[config.mk]
export PLATFORM = sky130hd
export DESIGN_NAME = codec_serial_slave
export DESIGN_NICKNAME = d
export VERILOG_FILES = /design/src/rtl/codec_pkg.sv /design/src/rtl/codec_edge_sync.sv /design/src/rtl/codec_serial_slave.sv
export SDC_FILE = /design/constraint.sdc
export NUM_CORES = 1
export LEC_CHECK = 0
export CORE_MARGIN = 4
export CORE_UTILIZATION = 40
export CTS_CLUSTER_SIZE = 8
export DETAILED_ROUTE_END_ITERATION = 10
export SLEW_MARGIN = 10
export SYNTH_ARGS = -nofsm -noshare
export SYNTH_HDL_FRONTEND = slang
export SYNTH_SLANG_ARGS = --single-unit
[constraint.sdc]
create_clock -name clk_i -period 3.95 [get_ports clk_i]
set_input_delay 0.395 -clock clk_i [delete_from_list [all_inputs] [get_ports clk_i]]
set_output_delay 0.395 -clock clk_i [all_outputs]
set_load 0.02 [all_outputs]
[src/rtl/codec_pkg.sv]
// codec_pkg: shared defaults and types for the codec-side serial audio slave.
//   DATA_W_DEF      - default frame width in bits
//   SYNC_STAGES_DEF - default synchroniser depth for b_clk / lr_clk / dacdat
//   state_e         - link state: UNLOCKED until the first frame start, then LOCKED
package codec_pkg;
  localparam int DATA_W_DEF      = 32;
  localparam int SYNC_STAGES_DEF = 2;

  typedef enum logic {
    UNLOCKED = 1'b0,
    LOCKED   = 1'b1
  } state_e;
endpackage

[src/rtl/codec_edge_sync.sv]
// codec_edge_sync: STAGES-deep synchroniser followed by one delay flop, giving
// the synchronised level plus single-cycle rise/fall pulses.
//   clk_i, reset_i - system clock, synchronous active-high reset
//   d_i            - asynchronous input
//   level_o        - synchronised level
//   rise_o/fall_o  - one-cycle pulses on a synchronised 0->1 / 1->0 transition
module codec_edge_sync #(
  parameter int STAGES = 2
) (
  input  logic clk_i,
  input  logic reset_i,
  input  logic d_i,
  output logic level_o,
  output logic rise_o,
  output logic fall_o
);
  logic [STAGES-1:0] sync_q, sync_d;
  logic              dly_q;

  assign sync_d = {sync_q[STAGES-2:0], d_i};

  always_ff @(posedge clk_i) begin
    if (reset_i) begin
      sync_q <= '0;
      dly_q  <= 1'b0;
    end else begin
      sync_q <= sync_d;
      dly_q  <= sync_q[STAGES-1];
    end
  end

  assign level_o = sync_q[STAGES-1];
  assign rise_o  =  sync_q[STAGES-1] & ~dly_q;
  assign fall_o  = ~sync_q[STAGES-1] &  dly_q;
endmodule

[src/rtl/codec_serial_slave.sv]
// codec_serial_slave: codec end of the serial audio link.
//   clk_i, reset_i      - system clock, synchronous active-high reset
//   b_clk_i, lr_clk_i   - bit clock and frame clock from the master
//   dacdat_i            - serial DAC data, MSB first
//   adcdat_o            - serial ADC data, MSB first
//   rx_data_o/rx_valid_o- last complete DAC word / one-cycle update pulse
//   tx_data_i/tx_valid_i/tx_ready_o - ADC word handshake into a one-entry holding register
//   locked_o            - a frame start has been seen since reset
//   underrun_o          - pulse: frame started with no ADC word available
//   frame_err_o         - pulse: previous frame was not DATA_W bits long
module codec_serial_slave
  import codec_pkg::*;
#(
  parameter int DATA_W      = DATA_W_DEF,
  parameter int SYNC_STAGES = SYNC_STAGES_DEF
) (
  input  logic              clk_i,
  input  logic              reset_i,
  input  logic              b_clk_i,
  input  logic              lr_clk_i,
  input  logic              dacdat_i,
  output logic              adcdat_o,
  output logic [DATA_W-1:0] rx_data_o,
  output logic              rx_valid_o,
  input  logic [DATA_W-1:0] tx_data_i,
  input  logic              tx_valid_i,
  output logic              tx_ready_o,
  output logic              locked_o,
  output logic              underrun_o,
  output logic              frame_err_o
);
  localparam int CW = $clog2(DATA_W) + 1;
  localparam logic [CW-1:0] CNT_LAST = CW'(DATA_W - 1);
  localparam logic [CW-1:0] CNT_FULL = CW'(DATA_W);
  localparam logic [CW-1:0] CNT_SAT  = CW'(DATA_W + 1);

  // lane 0: b_clk, lane 1: lr_clk, lane 2: dacdat -- identical delay keeps data aligned to edges
  logic [2:0] lvl, rise, fall;

  codec_edge_sync #(.STAGES(SYNC_STAGES)) u_sync [2:0] (
    .clk_i   (clk_i),
    .reset_i (reset_i),
    .d_i     ({dacdat_i, lr_clk_i, b_clk_i}),
    .level_o (lvl),
    .rise_o  (rise),
    .fall_o  (fall)
  );

  logic b_rise, b_fall, lr_rise, dac_bit;
  assign b_rise  = rise[0];
  assign b_fall  = fall[0];
  assign lr_rise = rise[1];
  assign dac_bit = lvl[2];

  logic unused_ok;
  assign unused_ok = &{1'b0, lvl[1:0], rise[2], fall[2:1]};

  // FSM
  state_e state_q, state_d;
  logic   is_locked;

  always_ff @(posedge clk_i) begin
    if (reset_i) state_q <= UNLOCKED;
    else         state_q <= state_d;
  end

  always_comb begin
    state_d = state_q;
    if (state_q == UNLOCKED && lr_rise) state_d = LOCKED;
  end

  always_comb begin
    is_locked = (state_q == LOCKED);
  end

  // datapath
  logic [DATA_W-1:0] rx_shift_q, rx_shift_d, rx_data_q, rx_data_d;
  logic [DATA_W-1:0] tx_shift_q, tx_shift_d, hold_q, hold_d;
  logic [CW-1:0]     bit_cnt_q, bit_cnt_d;
  logic              rx_valid_q, rx_valid_d, hold_full_q, hold_full_d;
  logic              underrun_q, underrun_d, frame_err_q, frame_err_d;
  logic              tx_xfer;

  assign tx_xfer = tx_valid_i & ~hold_full_q;

  always_comb begin
    rx_shift_d  = rx_shift_q;
    rx_data_d   = rx_data_q;
    bit_cnt_d   = bit_cnt_q;
    rx_valid_d  = 1'b0;
    frame_err_d = 1'b0;
    tx_shift_d  = tx_shift_q;
    hold_d      = hold_q;
    hold_full_d = hold_full_q;
    underrun_d  = 1'b0;
    if (lr_rise) begin
      // frame start wins over a coincident b_fall: load, no shift
      frame_err_d = is_locked && (bit_cnt_q != CNT_FULL);
      bit_cnt_d   = '0;
      if (hold_full_q) begin
        tx_shift_d  = hold_q;
        hold_full_d = 1'b0;
      end else if (tx_xfer) begin
        tx_shift_d  = tx_data_i;    // bypass: word arrived exactly at frame start
      end else begin
        tx_shift_d  = '0;
        underrun_d  = 1'b1;
      end
    end else begin
      if (tx_xfer) begin
        hold_d      = tx_data_i;
        hold_full_d = 1'b1;
      end
      if (is_locked && b_rise) begin
        rx_shift_d = {rx_shift_q[DATA_W-2:0], dac_bit};
        if (bit_cnt_q != CNT_SAT) bit_cnt_d = bit_cnt_q + 1'b1;
        if (bit_cnt_q == CNT_LAST) begin
          rx_data_d  = rx_shift_d;
          rx_valid_d = 1'b1;
        end
      end
      if (is_locked && b_fall) tx_shift_d = {tx_shift_q[DATA_W-2:0], 1'b0};
    end
  end

  always_ff @(posedge clk_i) begin
    if (reset_i) begin
      rx_shift_q  <= '0;
      rx_data_q   <= '0;
      bit_cnt_q   <= '0;
      rx_valid_q  <= 1'b0;
      frame_err_q <= 1'b0;
      tx_shift_q  <= '0;
      hold_q      <= '0;
      hold_full_q <= 1'b0;
      underrun_q  <= 1'b0;
    end else begin
      rx_shift_q  <= rx_shift_d;
      rx_data_q   <= rx_data_d;
      bit_cnt_q   <= bit_cnt_d;
      rx_valid_q  <= rx_valid_d;
      frame_err_q <= frame_err_d;
      tx_shift_q  <= tx_shift_d;
      hold_q      <= hold_d;
      hold_full_q <= hold_full_d;
      underrun_q  <= underrun_d;
    end
  end

  // tx_shift is only loaded by a frame start, so it is zero while UNLOCKED
  assign adcdat_o    = tx_shift_q[DATA_W-1];
  assign rx_data_o   = rx_data_q;
  assign rx_valid_o  = rx_valid_q;
  assign tx_ready_o  = ~hold_full_q;
  assign locked_o    = is_locked;
  assign underrun_o  = underrun_q;
  assign frame_err_o = frame_err_q;
endmodule

==> results.cfg <==
[final_layout]
nNetsFinal = 795
syn_to_final_growth_pct = 22.0
mostFrequentLayoutCell = dfxtp_1
drive_gt1_share_pct = 6.26
multi_input_area_sq_mm = 0.00291
regArea_sq_mm = 0.00292
antenna_cells = 0
mostFrequentLayoutCells = 145 x dfxtp_1, 130 x nand2_1, 74 x clkdlybuf4s50_1
fill_cells = 1399

[pwr]
power_frac_seq_pct = 46.3
swShare_pct = 22.6
ir_worst_vdd_mv = 0.292
combPwrFrac_pct = 6.6
leakagePower_nw = 2.51
p_per_area_mw_per_mm2 = 440
p_int_mw = 2.55
switching_power_uw = 742
p_total_mw = 3.29
power_frac_clock_pct = 47.1

[sta]
setup_viol = 0
fmax_mhz = 447
rsz0062_at_grt = false
period_needed_ns = 2.24
tightest_slew_ns = 1.19
setup_tns_ns = 0
finalMaxSlewViolations = 0
hold_viol = 0
finalCritPeriodShare_pct = 56.6
slew_headroom_pct = 20.7
clock_skew_ns = 0.00614

[floorplan]
die_area_sq_mm = 0.0174
die_h_microns = 132
start_util_pct = 40.7
die_w_microns = 132
core_sq_mm = 0.0151
placementRows = 45
io_pins = 76

[drt]
drtIter0Drc = 424
wl_microns = 14400
wl_per_cell_microns = 15.1
post-route-drc-count = 0
viasPerCell = 5.52
vias = 5269
drt_pre_antenna_iters = 5
detail-route-antenna-nets = 0

[clock_network]
cts-root-buf = clkbuf_16
post_cts.repair.setup_buffers = 0
clock-sinks = 146
cts_tree = yes
clkLatencyLatePin_ns = 0.42
clockBufferDepth = 2
cts-htree-levels = 4
cts_buffers = 17
cts_hold_buf = 0
clkSlewWorstSetupHoldPaths_ns = 0.06
cts.repair.resized = 0

[global_route]
grt_pass1_wl_microns = 23700
grt_max_degree = 104
grt_remaining_overflow = 0
antenna_found_initial = 0
grtUsageTotal_pct = 16.3
grt_pass1_vias = 4904

[logic_synthesis]
yosysUniqueCellTypes = 38
synth_compound_area_share_pct = 20.4
synth-main-ff-cell = dfxtp_1
yosys.area_share.simple_pct = 20.2
synthAdderAreaFrac_pct = 0.612
synth_top_family_by_area = compound AO/OA/AOI/OAI gates
synth_warnings = 0
netlist_area_sq_mm = 0.00613
seq_area_frac_synth_pct = 47.6
synth.avg_cell_area_sq_um = 8.50
synth_edf_count = 0
postSynthCellCount = 722
synth_mux_area_share_pct = 5.73
synth_seq_cells = 146
synth_xor_area_share_pct = 0
synth_nets = 763
synthArstFlopShare_pct = 0

[place]
io_buffers = 75
dp_hpwl_microns = 8510
place_congestion = 0.759

[setup_path]
cp_max_fo = 38
worst-endpoint-required_ns = 3.56
rr_worst_depth = 4
crit_type = flop to primary output
reg2reg_slack_ns = 1.73
end_kind = primary output
setup.worst_path.start = hold_full_q
cp.arrival_ns = 1.84
startpoint_type = flop
rr_startpoint = locked_o
timing.rr.end = rx_data_o[11]
endpoint = tx_ready_o

[outcome]
outcome = finished clean

[hold_path]
hp-start = u_sync[1].sync_q[0]
hold_path_class = flop to flop

[run]
max-cap-violations = 0
[cell families (layout without fill, tap and decap cells)]
family	Yosys count	in the layout
DFF	146	146
buffers and inverters	78	123
AOI/OAI and AO/OA	200	200
and+or+nand+nor	260	260
muxes	35	35
adders and majority gates	3	3
[power by group through the flow]
stage	Combinational, mW	Sequential (mW)	Clock (mW)
after floorplan	0.142	1.55	0
after global routing	0.239	1.53	1.64
after CTS	0.217	1.52	1.58
after global placement	0.212	1.55	0
after detailed placement	0.216	1.56	0
final	0.218	1.52	1.55
[synth_stat cells (2+ instances only)]
library cell | count | area share (%)
nand2b_1 | 34 | 3.5
nand3_1 | 68 | 5.5
o211ai_1 | 31 | 3.8
buf_1 | 7 | 0.43
mux2i_1 | 34 | 5.5
nand2_1 | 130 | 8.0
dfxtp_1 | 146 | 48
ha_1 | 3 | 0.61
a211oi_1 | 3 | 0.37
buf_2 | 7 | 0.57
nor3_1 | 3 | 0.24
inv_1 | 4 | 0.24
and3_1 | 2 | 0.20
a32o_1 | 31 | 5.1
or3_1 | 2 | 0.20
nor2b_1 | 10 | 1.0
buf_6 | 3 | 0.55
o21ai_0 | 44 | 3.6
o21ai_1 | 20 | 1.6
clkbuf_1 | 55 | 3.4
nand3b_1 | 2 | 0.24
a21oi_1 | 67 | 5.5
[registers in the layout (all words and copies together), names as in the netlist]
signal / flops
tx_shift_q: 32
hold_full_q: 1
bit_cnt_q: 6
hold_q: 32
frame_err_o: 1
u_sync.dly_q: 2
underrun_o: 1
locked_o: 1
u_sync.sync_q: 6
rx_valid_o: 1
rx_data_o: 32
rx_shift_q: 31
[final cells by class]
type                       instances  share of cell area [%]
inverter                           5                   0.251
sequential                       146                    39.1
clock buffer                      28                    7.04
multi-input combinational        498                    38.8
tap                              188                    3.14
timing repair buffer              86                    11.1
clock inverter                     4                   0.602
[worst max-delay path: stages (launching register included)]
cell and delay [ns]:
dfxtp_2 0.73, inv_1 0.11, clkdlybuf4s50_1 0.56
[worst min-delay path by stage]
stage                                      to  slack [ns]  cells past startpoint
after detailed placement  u_sync[1].sync_q[1]        0.43                      1
after floorplan           u_sync[0].sync_q[1]        0.41                      1
after CTS                          hold_q[31]        0.42                      2
final                     u_sync[1].sync_q[1]        0.44                      1
after global placement    u_sync[1].sync_q[1]        0.42                      1
after global routing                hold_q[7]        0.43                      2
[layer usage]
layer / part of all wire, % / global-route usage, %
met5: 0 / 0
met4: 2.0 / 7.64
met3: 5.0 / 4.58
met2: 48 / 27.0
met1: 45 / 19.8
[stage by stage]
step           std cells  setup slack (ns)  hold slack (ns)  cell area, sq um  utilization, %
2_1_floorplan        722              2.30            0.414              6130               -
3_3_place_gp         923              1.05            0.419              6910            45.8
3_5_place_dp         923              1.05            0.425              6910            45.8
4_1_cts              955              1.44            0.424              7480            49.6
5_1_grt              955              1.50            0.432              7490            49.6
6_report             955              1.71            0.436              7490            49.6
(Power assumes the default switching activity.)
